<file path="src/rtl/soric_bus_pkg.sv">
// Shared definitions for the SoRIC bus glue: bridge state encoding
// and default window/error constants.
package soric_bus_pkg;

    localparam int unsigned BUS_DW  = 32;
    localparam int unsigned BUS_BEW = BUS_DW / 8;

    localparam logic [31:0] DEF_BASE_ADDR = 32'h3000_0000;
    localparam logic [31:0] DEF_ERR_DATA  = 32'hDEAD_BEEF;

    typedef enum logic [2:0] {
        ST_IDLE  = 3'd0,
        ST_REQ   = 3'd1,
        ST_WAIT  = 3'd2,
        ST_ACK   = 3'd3,
        ST_DRAIN = 3'd4
    } bridge_state_e;

endpackage

</file>
<file path="src/rtl/bus_timeout_counter.sv">
// Bounded cycle counter: cleared on request, counts while enabled,
// flags terminal count at LIMIT-1 and holds there.
module bus_timeout_counter #(
    parameter int unsigned LIMIT = 255
) (
    input  logic clk_i,
    input  logic reset,
    input  logic i_clear,
    input  logic i_enable,
    output logic o_terminal
);

    localparam int unsigned CW = $clog2(LIMIT + 1);

    logic [CW-1:0] r_cnt;

    assign o_terminal = (r_cnt == CW'(LIMIT - 1));

    always_ff @(posedge clk_i) begin
        if (reset) begin
            r_cnt <= '0;
        end else if (i_clear) begin
            r_cnt <= '0;
        end else if (i_enable && !o_terminal) begin
            r_cnt <= r_cnt + CW'(1);
        end
    end

endmodule

</file>
<file path="src/rtl/wb_inter_bridge.sv">
// Wishbone classic slave to req/gnt/rvalid interconnect master bridge
// with window decode, abort draining and response timeout.
module wb_inter_bridge
    import soric_bus_pkg::*;
#(
    parameter int unsigned ADDR_WIDTH     = 12,
    parameter int unsigned DATA_WIDTH     = BUS_DW,
    parameter logic [31:0] BASE_ADDR      = DEF_BASE_ADDR,
    parameter int unsigned TIMEOUT_CYCLES = 255,
    parameter logic [31:0] ERR_DATA       = DEF_ERR_DATA
) (
    input  logic                    clk_i,
    input  logic                    reset,
    input  logic                    wbs_stb_i,
    input  logic                    wbs_cyc_i,
    input  logic                    wbs_we_i,
    input  logic [3:0]              wbs_sel_i,
    input  logic [31:0]             wbs_adr_i,
    input  logic [DATA_WIDTH-1:0]   wbs_dat_i,
    output logic                    wbs_ack_o,
    output logic [DATA_WIDTH-1:0]   wbs_dat_o,
    output logic                    data_req_o,
    output logic [ADDR_WIDTH-1:0]   data_addr_o,
    output logic                    data_we_o,
    output logic [DATA_WIDTH/8-1:0] data_be_o,
    output logic [DATA_WIDTH-1:0]   data_wdata_o,
    input  logic                    data_gnt_i,
    input  logic                    data_rvalid_i,
    input  logic [DATA_WIDTH-1:0]   data_rdata_i,
    output logic                    timeout_o,
    output logic                    busy_o
);

    localparam int unsigned BEW = DATA_WIDTH / 8;

    bridge_state_e r_state;

    logic                  r_req;
    logic [ADDR_WIDTH-1:0] r_addr;
    logic                  r_we;
    logic [BEW-1:0]        r_be;
    logic [DATA_WIDTH-1:0] r_wdata;
    logic                  r_ack;
    logic [DATA_WIDTH-1:0] r_rdata;
    logic                  r_timeout;

    logic w_in_window;
    logic w_tc;
    logic w_cnt_clr;
    logic w_cnt_en;
    logic w_unused;

    assign w_in_window = (wbs_adr_i[31:ADDR_WIDTH] == BASE_ADDR[31:ADDR_WIDTH]);
    assign w_cnt_clr   = (r_state == ST_IDLE);
    assign w_cnt_en    = (r_state == ST_REQ) || (r_state == ST_WAIT)
                      || (r_state == ST_DRAIN);
    assign w_unused    = ^wbs_adr_i[1:0];

    bus_timeout_counter #(
        .LIMIT      (TIMEOUT_CYCLES)
    ) u_tmo (
        .clk_i      (clk_i),
        .reset      (reset),
        .i_clear    (w_cnt_clr),
        .i_enable   (w_cnt_en),
        .o_terminal (w_tc)
    );

    always_ff @(posedge clk_i) begin
        if (reset) begin
            r_state   <= ST_IDLE;
            r_req     <= 1'b0;
            r_addr    <= '0;
            r_we      <= 1'b0;
            r_be      <= '0;
            r_wdata   <= '0;
            r_ack     <= 1'b0;
            r_rdata   <= '0;
            r_timeout <= 1'b0;
        end else begin
            r_ack     <= 1'b0;
            r_timeout <= 1'b0;
            unique case (r_state)
                ST_IDLE: begin
                    if (wbs_stb_i && wbs_cyc_i) begin
                        if (w_in_window) begin
                            r_addr  <= {wbs_adr_i[ADDR_WIDTH-1:2], 2'b00};
                            r_be    <= wbs_sel_i[BEW-1:0];
                            r_we    <= wbs_we_i;
                            r_wdata <= wbs_dat_i;
                            r_req   <= 1'b1;
                            r_state <= ST_REQ;
                        end else begin
                            r_ack   <= 1'b1;
                            r_rdata <= '0;
                            r_state <= ST_ACK;
                        end
                    end
                end
                ST_REQ: begin
                    if (data_gnt_i) begin
                        r_req <= 1'b0;
                        if (data_rvalid_i) begin
                            r_rdata <= r_we ? '0 : data_rdata_i;
                            r_ack   <= wbs_cyc_i;
                            r_state <= wbs_cyc_i ? ST_ACK : ST_IDLE;
                        end else begin
                            r_state <= wbs_cyc_i ? ST_WAIT : ST_DRAIN;
                        end
                    end else if (!wbs_cyc_i) begin
                        r_req   <= 1'b0;
                        r_state <= ST_IDLE;
                    end else if (w_tc) begin
                        r_req     <= 1'b0;
                        r_ack     <= 1'b1;
                        r_timeout <= 1'b1;
                        r_rdata   <= r_we ? '0 : ERR_DATA[DATA_WIDTH-1:0];
                        r_state   <= ST_ACK;
                    end
                end
                ST_WAIT: begin
                    if (data_rvalid_i) begin
                        r_rdata <= r_we ? '0 : data_rdata_i;
                        r_ack   <= wbs_cyc_i;
                        r_state <= wbs_cyc_i ? ST_ACK : ST_IDLE;
                    end else if (!wbs_cyc_i) begin
                        r_state <= ST_DRAIN;
                    end else if (w_tc) begin
                        r_ack     <= 1'b1;
                        r_timeout <= 1'b1;
                        r_rdata   <= r_we ? '0 : ERR_DATA[DATA_WIDTH-1:0];
                        r_state   <= ST_ACK;
                    end
                end
                ST_DRAIN: begin
                    // Master has gone; swallow the late response silently.
                    if (data_rvalid_i) begin
                        r_state <= ST_IDLE;
                    end else if (w_tc) begin
                        r_timeout <= 1'b1;
                        r_state   <= ST_IDLE;
                    end
                end
                ST_ACK: begin
                    r_rdata <= '0;
                    r_state <= ST_IDLE;
                end
                default: begin
                    r_state <= ST_IDLE;
                end
            endcase
        end
    end

    assign wbs_ack_o    = r_ack;
    assign wbs_dat_o    = r_rdata;
    assign data_req_o   = r_req;
    assign data_addr_o  = r_addr;
    assign data_we_o    = r_we;
    assign data_be_o    = r_be;
    assign data_wdata_o = r_wdata;
    assign timeout_o    = r_timeout;
    assign busy_o       = (r_state != ST_IDLE);

endmodule

</file>
<file path="config.mk">
export PLATFORM = sky130hd
export DESIGN_NAME = wb_inter_bridge
export DESIGN_NICKNAME = d
export VERILOG_FILES = /design/src/rtl/soric_bus_pkg.sv /design/src/rtl/bus_timeout_counter.sv /design/src/rtl/wb_inter_bridge.sv
export SDC_FILE = /design/constraint.sdc
export NUM_CORES = 1
export LEC_CHECK = 0
export BUFFER_PORTS_ARGS = -buffer_cell sky130_fd_sc_hd__buf_2
export CELL_PAD_IN_SITES_DETAIL_PLACEMENT = 2
export CELL_PAD_IN_SITES_GLOBAL_PLACEMENT = 2
export CORE_ASPECT_RATIO = 0.6
export CORE_MARGIN = 2
export CORE_UTILIZATION = 22
export CTS_BUF_LIST = sky130_fd_sc_hd__clkbuf_4 sky130_fd_sc_hd__clkbuf_8 sky130_fd_sc_hd__clkbuf_16
export CTS_CLUSTER_SIZE = 8
export DETAILED_ROUTE_END_ITERATION = 7
export HOLD_SLACK_MARGIN = 0.02
export PLACE_DENSITY_LB_ADDON = 0.1
export SYNTH_ARGS = -nofsm -noshare
export SYNTH_HDL_FRONTEND = slang
export SYNTH_SLANG_ARGS = --single-unit
</file>
<file path="constraint.sdc">
create_clock -name clk_i -period 1.7 [get_ports clk_i]
set_clock_uncertainty 0.05 [all_clocks]
set_input_delay 0.17 -clock clk_i [delete_from_list [all_inputs] [get_ports clk_i]]
set_output_delay 0.17 -clock clk_i [all_outputs]
set_load 0.02 [all_outputs]
</file>
==> results of run 1 <==
logic make-up after synthesis:
| logic type | Yosys count | synth area share [%] |
|---|---|---|
| XOR/XNOR | 8 | 1.95 |
| AO/OA/AOI/OAI | 104 | 20.3 |
| AND/OR/NAND/NOR | 155 | 20.0 |
| flip-flops | 93 | 51.8 |
| buffers and inverters | 35 | 5.16 |
| other | 1 | 0.104 |
| adder cells (fa/ha/maj) | 2 | 0.697 |
final cells by class:
class	instances	area (µm²)	share of cell area, %
inverter	4	15.0	0.205
clock buffer	10	239	3.26
sequential	93	1880	25.6
multi-input combinational	271	2370	32.3
clock inverter	6	75.1	1.02
tap	209	262	3.57
timing repair buffer	320	2500	34.1
power by group:
part           leakage [nW]  internal [mW]  switching, mW
sequential            0.754           2.29          0.101
combinational          2.23          0.870          0.848
clock                 0.152           1.21          0.979
total                  3.14           4.37           1.93
final timing paths:
path                          end  slack, ns  cells past startpoint
setup reg to reg     data_be_o[1]      -0.10                      9
hold / removal    data_wdata_o[3]       0.03                      3
hold reg to reg   data_wdata_o[9]       0.42                      2
setup / recovery     data_be_o[1]      -0.10                      9
flip-flops by register name (all words and copies together) (netlist names):
register and count:
r_state 3, data_addr_o 10, data_wdata_o 32, data_we_o 1, wbs_ack_o 1, timeout_o 1, data_be_o 4, data_req_o 1
u_tmo.r_cnt 8, wbs_dat_o 32
per-layer routing:
| metal | global-route usage [%] | wire length (µm) | vias to the layer above |
|---|---|---|---|
| met4 | 2.98 | 82 | 0 |
| met5 | 0 | 0 | - |
| met1 | 22.9 | 8570 | 2099 |
| met3 | 4.22 | 838 | 7 |
| li1 | - | - | 2014 |
| met2 | 31.3 | 8550 | 119 |
worst max-delay path: cells and delay by family (launching register included):
kind	cells	cell delay, ns
compound gates	1	0.15
buf+inv	4	0.59
flops	1	0.38
simple gates	4	0.56
per-stage QoR:
stage	worst slack, ns	area (µm²)	hold slack [ns]	power [mW]
floorplan	0.00313	3600	0.245	3.05
global placement	-0.144	5000	0.332	3.55
detailed placement	-0.295	5000	0.341	3.59
CTS	-0.0675	6270	0.0222	6.24
global route	-0.203	7330	0.0239	6.64
finish	-0.103	7330	0.0297	6.30
layout by cell type, fill, tap and decap left out, types with 3 or more instances in the layout:
master	instances
a21oi_2	50
or4_1	3
buf_4	35
nand3_1	4
nand2_2	18
buf_12	9
buf_16	4
a22o_1	8
dfxtp_1	87
nor2_1	12
inv_6	3
clkbuf_16	18
o21ai_0	4
nor3_1	3
a221o_1	24
nand2_1	23
xnor2_1	7
nand2b_1	4
a211oi_1	3
buf_2	186
buf_6	7
dlygate4sd3_1	68
dfxtp_2	3
dfxtp_4	3
a31oi_1	3
nor4_1	4
nand2_4	60
what timing repair did:
item	in CTS	in global routing
hold buffers	67	1
gates cloned	4	13
hold endpoints to repair	66	1
pin swaps	40	103
gates resized for setup	35	206
setup endpoints to repair	91	93
buffers inserted	8	2
==> metrics.csv, run 1 <==
stage,metric,value,unit
yosys,"EDFF count, synth",0,
floorplan,DIE HEIGHT,103,µm
yosys,synth top area cells,"dfxtp_1, nand2_1, a21oi_1, a221o_1, a22o_1",
job,maxcap violations,0,
floorplan,Chip Width,169,µm
grt,antenna violations before repair,0,
run_status,failing checks,setup timing,
layout,area delta synth->final,104,%
timing,PnR worst setup slack,-0.103,ns
timing,Max Slew Vio Count,0,
placement,IO buf count,187,
yosys,Mapped Cells,398,
clock_tree,clock tree sinks,93,
grt,global-route wire length before repair,24400,µm
clock_tree,clk_lat worst skew,0.34,ns
floorplan,Core Footprint,16100,µm²
yosys,syn avg cell area,9.02,µm²
yosys,Synth Cell Area,3590,µm²
layout,# fillers,1697,
timing,minimum clock period,1.80,ns
layout,Final Core Density,45.6,%
worst_setup_path,"Arr. time, crit path",2.02,ns
timing,Final period util,106,%
yosys,area fraction of the dominant cell type after synthesis,51.8,%
route,initial DRC count,163,
clock_tree,TritonCTS Buffers,9,
placement,detailed placement HPWL,10100,µm
layout,share of layout cells above drive strength 1,60.8,%
worst_setup_path,"slowest stage cell, crit path",dfxtp_4,
clock_tree,H-tree depth,3,
timing,Final Hold Viols,0,
route,drt total wl,18000,µm
route,WL/cell,19.8,µm
worst_setup_path,Crit. Startpoint,r_state[0],
placement,gpl congestion,0.766,
worst_setup_path,CP Capture Type,flip-flop,
yosys,Synth Flop Type,dfxtp_1,
yosys,most common cell in the netlist,nand2_1,
clock_tree,clock tree root buffer cell,clkbuf_16,
timing,unrepaired setup endpoints after global routing,true,
yosys,commonest cells in the netlist,"nand2_1, dfxtp_1, a21oi_1, a221o_1, nor2_1",
run_status,status,"complete, but fails checks",
yosys,Yosys cell types,47,
layout,diode count,0,
yosys,Yosys top cell by area,dfxtp_1,
placement,number of cells after detailed placement,802,
floorplan,I/O pin total,192,
power,Static Leak,3.14,nW
worst_setup_path,CP Cell Sequence,nor3_4 -> nand3_2 -> buf_6 -> nor3_4 -> buf_6 -> buf_12 -> clkbuf_16 -> nand2_2 -> a21oi_2,
worst_setup_path,Reg-to-Reg Start,r_state[0],
clock_tree,Clock Tree Buf Depth,2,
timing,setup_tns,-4.94,ns
clock_tree,clock slew at the register clock pins of the worst setup and hold paths,0.08,ns
min_path,Min-Delay Startpoint,wbs_dat_i[3],
floorplan,Initial Util,22.3,%
grt,largest net degree at the start of global routing,47,
grt,Overflow after GRT,0,
floorplan,# rows,36,
worst_setup_path,crit path max fanout,7,
yosys,YS warnings,0,
grt,vias in the first global route,4486,
worst_setup_path,CP Class,reg -> reg,
layout,Nets,808,
timing,Achievable Freq,555,MHz
route,via count,4239,
yosys,register area share after synthesis,51.8,%
power,maximum vdd drop,0.477,mV
clock_tree,CTS tree,built,
yosys,ys async rst share,0,%
timing,worst-margin pin slew,0.810,ns
layout,Post-Layout Cell Count,913,
route,Post-DRT Antenna Nets,0,
worst_setup_path,Worst path max stage delay,0.38,ns
route,first drt pass iteration count,4,
worst_setup_path,critical path required time,1.91,ns
grt,global-route usage over all layers,17.8,%
timing,Final Setup Violations,80,
power,pwr dens,859,nW/µm²
worst_setup_path,crit start category,flip-flop,
timing,max_slew headroom,46.0,%
floorplan,Total Die Area,17400,µm²
route,drt drc,0,
min_path,Worst Hold Class,in -> reg,
yosys,Yosys reg bits,93,
route,Vias per Instance,4.64,
Power figures use the tool's default switching activity.
==> run 2, diff against run 1 <==
--- a/config.mk
+++ b/config.mk
@@ -10,7 +10,7 @@
 export CELL_PAD_IN_SITES_GLOBAL_PLACEMENT = 2
 export CORE_ASPECT_RATIO = 0.6
 export CORE_MARGIN = 2
-export CORE_UTILIZATION = 22
+export CORE_UTILIZATION = 24
 export CTS_BUF_LIST = sky130_fd_sc_hd__clkbuf_4 sky130_fd_sc_hd__clkbuf_8 sky130_fd_sc_hd__clkbuf_16
 export CTS_CLUSTER_SIZE = 8
 export DETAILED_ROUTE_END_ITERATION = 7
==> constraint.sdc (replaced) <==
create_clock -name clk_i -period 1.9 [get_ports clk_i]
set_clock_uncertainty 0.05 [all_clocks]
set_input_delay 0.19 -clock clk_i [delete_from_list [all_inputs] [get_ports clk_i]]
set_output_delay 0.19 -clock clk_i [all_outputs]
set_load 0.005 [all_outputs]
==> run 2 against run 1 <==
  * The flow now finishes without violations
  * Clock power is 20% lower
  * Via count is 11% lower
  * Non-clock buffer count is 85 lower
  * Critical path type unchanged
  * Largest cell class is now flip-flops and latches
  * Highest routed layer unchanged
==> metrics.csv, run 2 (same netlist as run 1, synthesis figures left out) <==
stage,metric,value,unit,change
run_status,status,completed,,
min_path,Worst Hold Class,in -> reg,,
placement,dpl cell area,4910,µm²,-1.7%
worst_setup_path,Worst Path Buf+Inv,3,,-1
placement,IO buf count,187,,unchanged
power,Static Leak,2.40,nW,-24%
placement,number of cells after detailed placement,782,,-2.5%
timing,setup_tns,0,ns,+4.94 ns
floorplan,Initial Util,24.7,%,+2.4 points
route,first drt pass iteration count,4,,unchanged
placement,gpl congestion,0.781,,+2.1%
placement,detailed placement HPWL,9790,µm,-3.3%
worst_setup_path,critical path required time,2.13,ns,+0.22 ns
layout,"commonest non-fill, non-tap cell in the layout",buf_2,,
grt,global-route usage over all layers,16.6,%,-1.3 points
timing,Final period util,98.6,%,-7.5 points
worst_setup_path,crit start category,flip-flop,,
worst_setup_path,crit path max fanout,28,,+21
timing,PnR worst setup slack,0.0265,ns,+0.130 ns
timing,Final Setup Violations,0,,-100%
floorplan,Chip Width,162,µm,-4.2%
timing,unrepaired setup endpoints after global routing,true,,
clock_tree,TritonCTS Buffers,9,,unchanged
grt,antenna violations before repair,0,,unchanged
layout,Final Core Density,37.3,%,-8.3 points
route,drt total wl,13300,µm,-26%
worst_setup_path,CP Cell Sequence,nor3_4 -> inv_2 -> or3_4 -> a31oi_4 -> buf_12 -> buf_12 -> a22o_1,,
layout,Final Cell Area,5430,µm²,-26%
layout,area delta synth->final,51.1,%,
layout,most frequent cells in the layout,"buf_2, nand2_1, dfxtp_1",,
route,via count,3772,,-11%
timing,Max Slew Vio Count,0,,unchanged
route,initial DRC count,123,,-25%
placement,Place WS,-0.0373,ns,+0.258 ns
grt,global-route wire length before repair,21000,µm,-14%
worst_setup_path,Worst path max stage delay,0.39,ns,about the same
worst_setup_path,"Arr. time, crit path",2.10,ns,+0.08 ns
worst_setup_path,CP most frequent cell,buf_12,,
layout,diode count,0,,unchanged
power,pwr dens,901,nW/µm²,+4.9%
route,WL/cell,16.3,µm,-17%
timing,minimum clock period,1.87,ns,+0.0705 ns
timing,Achievable Freq,534,MHz,-3.8%
clock_tree,clock slew at the register clock pins of the worst setup and hold paths,0.07,ns,about the same
power,maximum vdd drop,0.409,mV,-14%
floorplan,Core Footprint,14500,µm²,-9.5%
layout,Nets,723,,-11%
clock_tree,postcts setup bufs,0,,-8
route,Vias per Instance,4.62,,-0.56%
grt,largest net degree at the start of global routing,48,,+2.1%
worst_setup_path,CP Class,reg -> reg,,
layout,Post-Layout Cell Count,817,,-11%
clock_tree,clock tree sinks,93,,unchanged
worst_setup_path,CP top delay family,simple AND/OR/NAND/NOR gates,,
floorplan,I/O pin total,192,,unchanged
worst_setup_path,"slowest stage cell, crit path",or3_4,,
clock_tree,H-tree depth,3,,unchanged
floorplan,DIE HEIGHT,98.8,µm,-4.1%
route,Post-DRT Antenna Nets,0,,unchanged
clock_tree,clock tree root buffer cell,clkbuf_16,,
grt,vias in the first global route,3975,,-11%
clock_tree,CTS tree,built,,
clock_tree,Clock Tree Buf Depth,2,,unchanged
job,maxcap violations,0,,unchanged
route,drt drc,0,,unchanged
layout,share of layout cells above drive strength 1,40.2,%,-21 points
floorplan,# rows,34,,-5.6%
worst_setup_path,CP Capture Type,flip-flop,,
grt,Overflow after GRT,0,,unchanged
timing,Final Hold Viols,0,,unchanged
floorplan,Total Die Area,16000,µm²,-8.1%
clock_tree,clk_lat worst skew,0.33,ns,about the same
## run 2: what timing repair did
| action | in CTS | in global routing |
|---|---|---|
| hold endpoints to repair | 19 | 0 |
| resized for setup | 4 | 5 |
| pin swaps | 1 | 2 |
| endpoints found under the setup margin | 57 | 76 |
| hold buffers | 19 | 0 |
## run 2: final timing paths
path                         start                to  slack, ns  depth (start not counted)
setup / recovery        r_state[2]     wbs_dat_o[17]       0.03                          7
hold / removal    data_rdata_i[11]     wbs_dat_o[11]       0.03                          2
hold reg to reg   data_wdata_o[29]  data_wdata_o[29]       0.40                          2
setup reg to reg        r_state[2]     wbs_dat_o[17]       0.03                          7
## run 2: where the power goes
| part | total [mW] | switching, mW | internal (mW) |
|---|---|---|---|
| clock network | 1.76 | 0.817 | 0.945 |
| logic | 1.00 | 0.516 | 0.488 |
| registers | 2.12 | 0.0768 | 2.05 |
| total | 4.89 | 1.41 | 3.48 |
## run 2: metrics by stage
step                      hold WS (ns)  power (mW)
after global routing            0.0218        5.16
after detailed placement         0.359        3.12
after floorplan                  0.265        2.63
after global placement           0.352        3.08
final                           0.0330        4.89
after CTS                       0.0201        4.98
## run 2: cell type report
type / count / area, µm²
Fill cell: 1674 / 9120
Tap cell: 198 / 248
Timing Repair Buffer: 235 / 1430
Sequential cell: 93 / 1870
Multi-Input combinational cell: 271 / 1580
Clock buffer: 10 / 239
Clock inverter: 6 / 52.6
Inverter: 4 / 15.0
## run 2: worst register-to-register path, stage by stage, from the launching register on
cell     delay, ns
dfxtp_2       0.36
nor3_4        0.26
inv_2         0.06
or3_4         0.39
a31oi_4       0.19
buf_12        0.20
buf_12        0.15
a22o_1        0.15
## run 2: routing by layer
metal  track usage [%]  routed length (µm)  vias to the layer above
li1                  -                   -                     1825
met1              21.8                6270                     1812
met2              27.0                5970                      128
met3              5.05                 993                        7
met4              3.13                  93                        0
met5                 0                   0                        -
==> run 3, diff against run 2 <==
--- a/config.mk
+++ b/config.mk
@@ -16,6 +16,7 @@
 export DETAILED_ROUTE_END_ITERATION = 7
 export HOLD_SLACK_MARGIN = 0.02
 export PLACE_DENSITY_LB_ADDON = 0.1
+export SETUP_SLACK_MARGIN = 0.2
 export SYNTH_ARGS = -nofsm -noshare
 export SYNTH_HDL_FRONTEND = slang
 export SYNTH_SLANG_ARGS = --single-unit
==> run 3 against run 2 <==
  * Die area stayed put
  * Sequential share of layout area is 1.5 points lower
  * Worst hold slack hardly changed
  * Critical path depth stayed put
  * Largest cell class unchanged
==> metrics.csv, run 3 (same netlist as run 1, synthesis figures left out) <==
stage,metric,value,unit,change
power,Sw Pwr,1.50,mW,+6.4%
grt,Overflow after GRT,0,,unchanged
timing,Achievable Freq,537,MHz,+0.52%
worst_setup_path,reg2reg path depth,7,,unchanged
route,WL/cell,17.7,µm,+8.5%
timing,Final Hold Viols,0,,unchanged
floorplan,Core Footprint,14500,µm²,unchanged
worst_setup_path,Reg-to-Reg Start,u_tmo.r_cnt[4],,
route,drt drc,0,,unchanged
layout,Reg area,1890,µm²,+1.1%
floorplan,I/O pin total,192,,unchanged
worst_setup_path,"Arr. time, crit path",2.04,ns,-0.06 ns
floorplan,DIE HEIGHT,98.8,µm,unchanged
placement,detailed placement HPWL,10200,µm,+3.9%
power,switching share of total power,28.3,%,-0.51 points
timing,max_slew headroom,65.0,%,
power,Reg power frac,40.3,%,-3.1 points
clock_tree,CTS tree,built,,
worst_setup_path,CP Capture Type,flip-flop,,
power,Static Leak,2.51,nW,+4.6%
layout,multi-input logic area,1690,µm²,+6.8%
worst_setup_path,critical path required time,2.07,ns,-0.06 ns
min_path,Hold Path Stages,2,,unchanged
worst_setup_path,CP Class,reg -> reg,,
layout,most frequent cells in the layout,"buf_2, nand2_1, dfxtp_1",,
layout,# fillers,1677,,+0.18%
timing,Max Slew Vio Count,0,,unchanged
power,clock group share of total power,34.8,%,-1.2 points
min_path,Min-Delay Startpoint,data_rdata_i[6],,
layout,Post-Layout Cell Count,825,,+0.98%
timing,Final Setup Violations,0,,unchanged
power,Int Power,3.80,mW,+9.1%
layout,"commonest non-fill, non-tap cell in the layout",buf_2,,
job,maxcap violations,0,,unchanged
route,via count,3826,,+1.4%
floorplan,Initial Util,24.7,%,unchanged
grt,global-route wire length before repair,22200,µm,+5.6%
min_path,end of the worst hold path,wbs_dat_o[6],,
clock_tree,clock tree sinks,93,,unchanged
grt,antenna violations before repair,0,,unchanged
timing,Hold WS,0.0327,ns,-0.000334 ns
run_status,status,completed,,
timing,setup_tns,0,ns,unchanged
layout,Final Core Density,39.4,%,+2.1 points
route,first drt pass iteration count,4,,unchanged
worst_setup_path,worst reg2reg setup slack,0.04,ns,about the same
layout,area delta synth->final,59.6,%,
power,maximum vdd drop,0.420,mV,+2.7%
worst_setup_path,Crit. Startpoint,u_tmo.r_cnt[4],,
placement,number of cells after detailed placement,781,,-0.13%
layout,Nets,731,,+1.1%
worst_setup_path,reg2reg end,wbs_dat_o[0],,
clock_tree,clk_lat worst skew,0.34,ns,about the same
layout,diode count,0,,unchanged
clock_tree,TritonCTS Buffers,9,,unchanged
clock_tree,clock tree root buffer cell,clkbuf_16,,
worst_setup_path,crit path max fanout,7,,-75%
timing,Final period util,98.1,%,-0.51 points
route,Post-DRT Antenna Nets,0,,unchanged
power,part of the power in combinational logic,24.9,%,+4.4 points
placement,gpl congestion,0.726,,-7.0%
power,pwr dens,924,nW/µm²,+2.6%
layout,share of layout cells above drive strength 1,45.3,%,+5.1 points
placement,IO buf count,187,,unchanged
route,Vias per Instance,4.64,,+0.45%
route,initial DRC count,149,,+21%
floorplan,# rows,34,,unchanged
timing,worst-margin pin slew,0.525,ns,
timing,unrepaired setup endpoints after global routing,true,,
clock_tree,clock slew at the register clock pins of the worst setup and hold paths,0.07,ns,about the same
route,drt total wl,14600,µm,+9.5%
min_path,Worst Hold Class,in -> reg,,
grt,global-route usage over all layers,17.5,%,+0.99 points
worst_setup_path,crit start category,flip-flop,,
clock_tree,Clock Tree Buf Depth,2,,unchanged
grt,largest net degree at the start of global routing,48,,unchanged
timing,minimum clock period,1.86,ns,-0.00971 ns
clock_tree,H-tree depth,3,,unchanged
floorplan,Total Die Area,16000,µm²,unchanged
floorplan,Chip Width,162,µm,unchanged
grt,vias in the first global route,4115,,+3.5%
[run 3: how the worst max path moves through the flow]
| stage | to | slack (ns) | cells after the start |
|---|---|---|---|
| floorplan | wbs_dat_o[30] | 0.21 | 6 |
| global placement | wbs_dat_o[22] | 0.04 | 8 |
| detailed placement | data_wdata_o[20] | 0.008 | 8 |
| CTS | data_addr_o[2] | 0.05 | 7 |
| global route | wbs_dat_o[13] | -0.03 | 7 |
| finish | wbs_dat_o[0] | 0.04 | 7 |
[run 3: metal layers]
metal / GRT usage (%) / vias to the layer above / wire, µm
met1: 23.4 / 1844 / 6910
li1: - / 1844 / -
met4: 3.34 / 0 / 128
met3: 5.43 / 11 / 956
met5: 0 / - / 0
met2: 28.3 / 127 / 6590
[run 3: critical path, cell delays in order, from the launching register on]
cell	delay (ns)
dfxtp_2	0.36
nand4_1	0.23
nor2_4	0.19
a21o_1	0.18
a31oi_4	0.13
buf_12	0.17
buf_16	0.13
a221o_1	0.31
[run 3: repair_timing]
action	CTS	global route
hold buffers	8	1
endpoints found under the hold margin	8	1
pin swaps	3	25
cloned	2	1
gates resized for setup	16	34
setup buffers	8	8
endpoints found under the setup margin	84	92
[run 3: cell type report]
class | count | area share [%]
Inverter | 4 | 0.262
Multi-Input combinational cell | 271 | 29.5
Clock inverter | 6 | 1.27
Tap cell | 198 | 4.32
Timing Repair Buffer | 243 | 27.7
Clock buffer | 10 | 4.06
Sequential cell | 93 | 32.9
[run 3: through the flow]
step / setup slack (ns) / area, µm² / power [mW]
floorplan: 0.213 / 3600 / 2.63
global placement: 0.0374 / 4910 / 3.08
detailed placement: 0.00826 / 4910 / 3.12
CTS: 0.0512 / 5480 / 5.23
global route: -0.0255 / 5730 / 5.57
finish: 0.0363 / 5730 / 5.30
[run 3: power by group through the flow]
stage                     logic (mW)  clock network [mW]  registers (mW)
final                           1.32                1.84            2.13
after global routing            1.43                2.00            2.15
after CTS                       1.19                1.91            2.13
after detailed placement       0.954                   0            2.16
after global placement         0.927                   0            2.15
after floorplan                0.477                   0            2.16
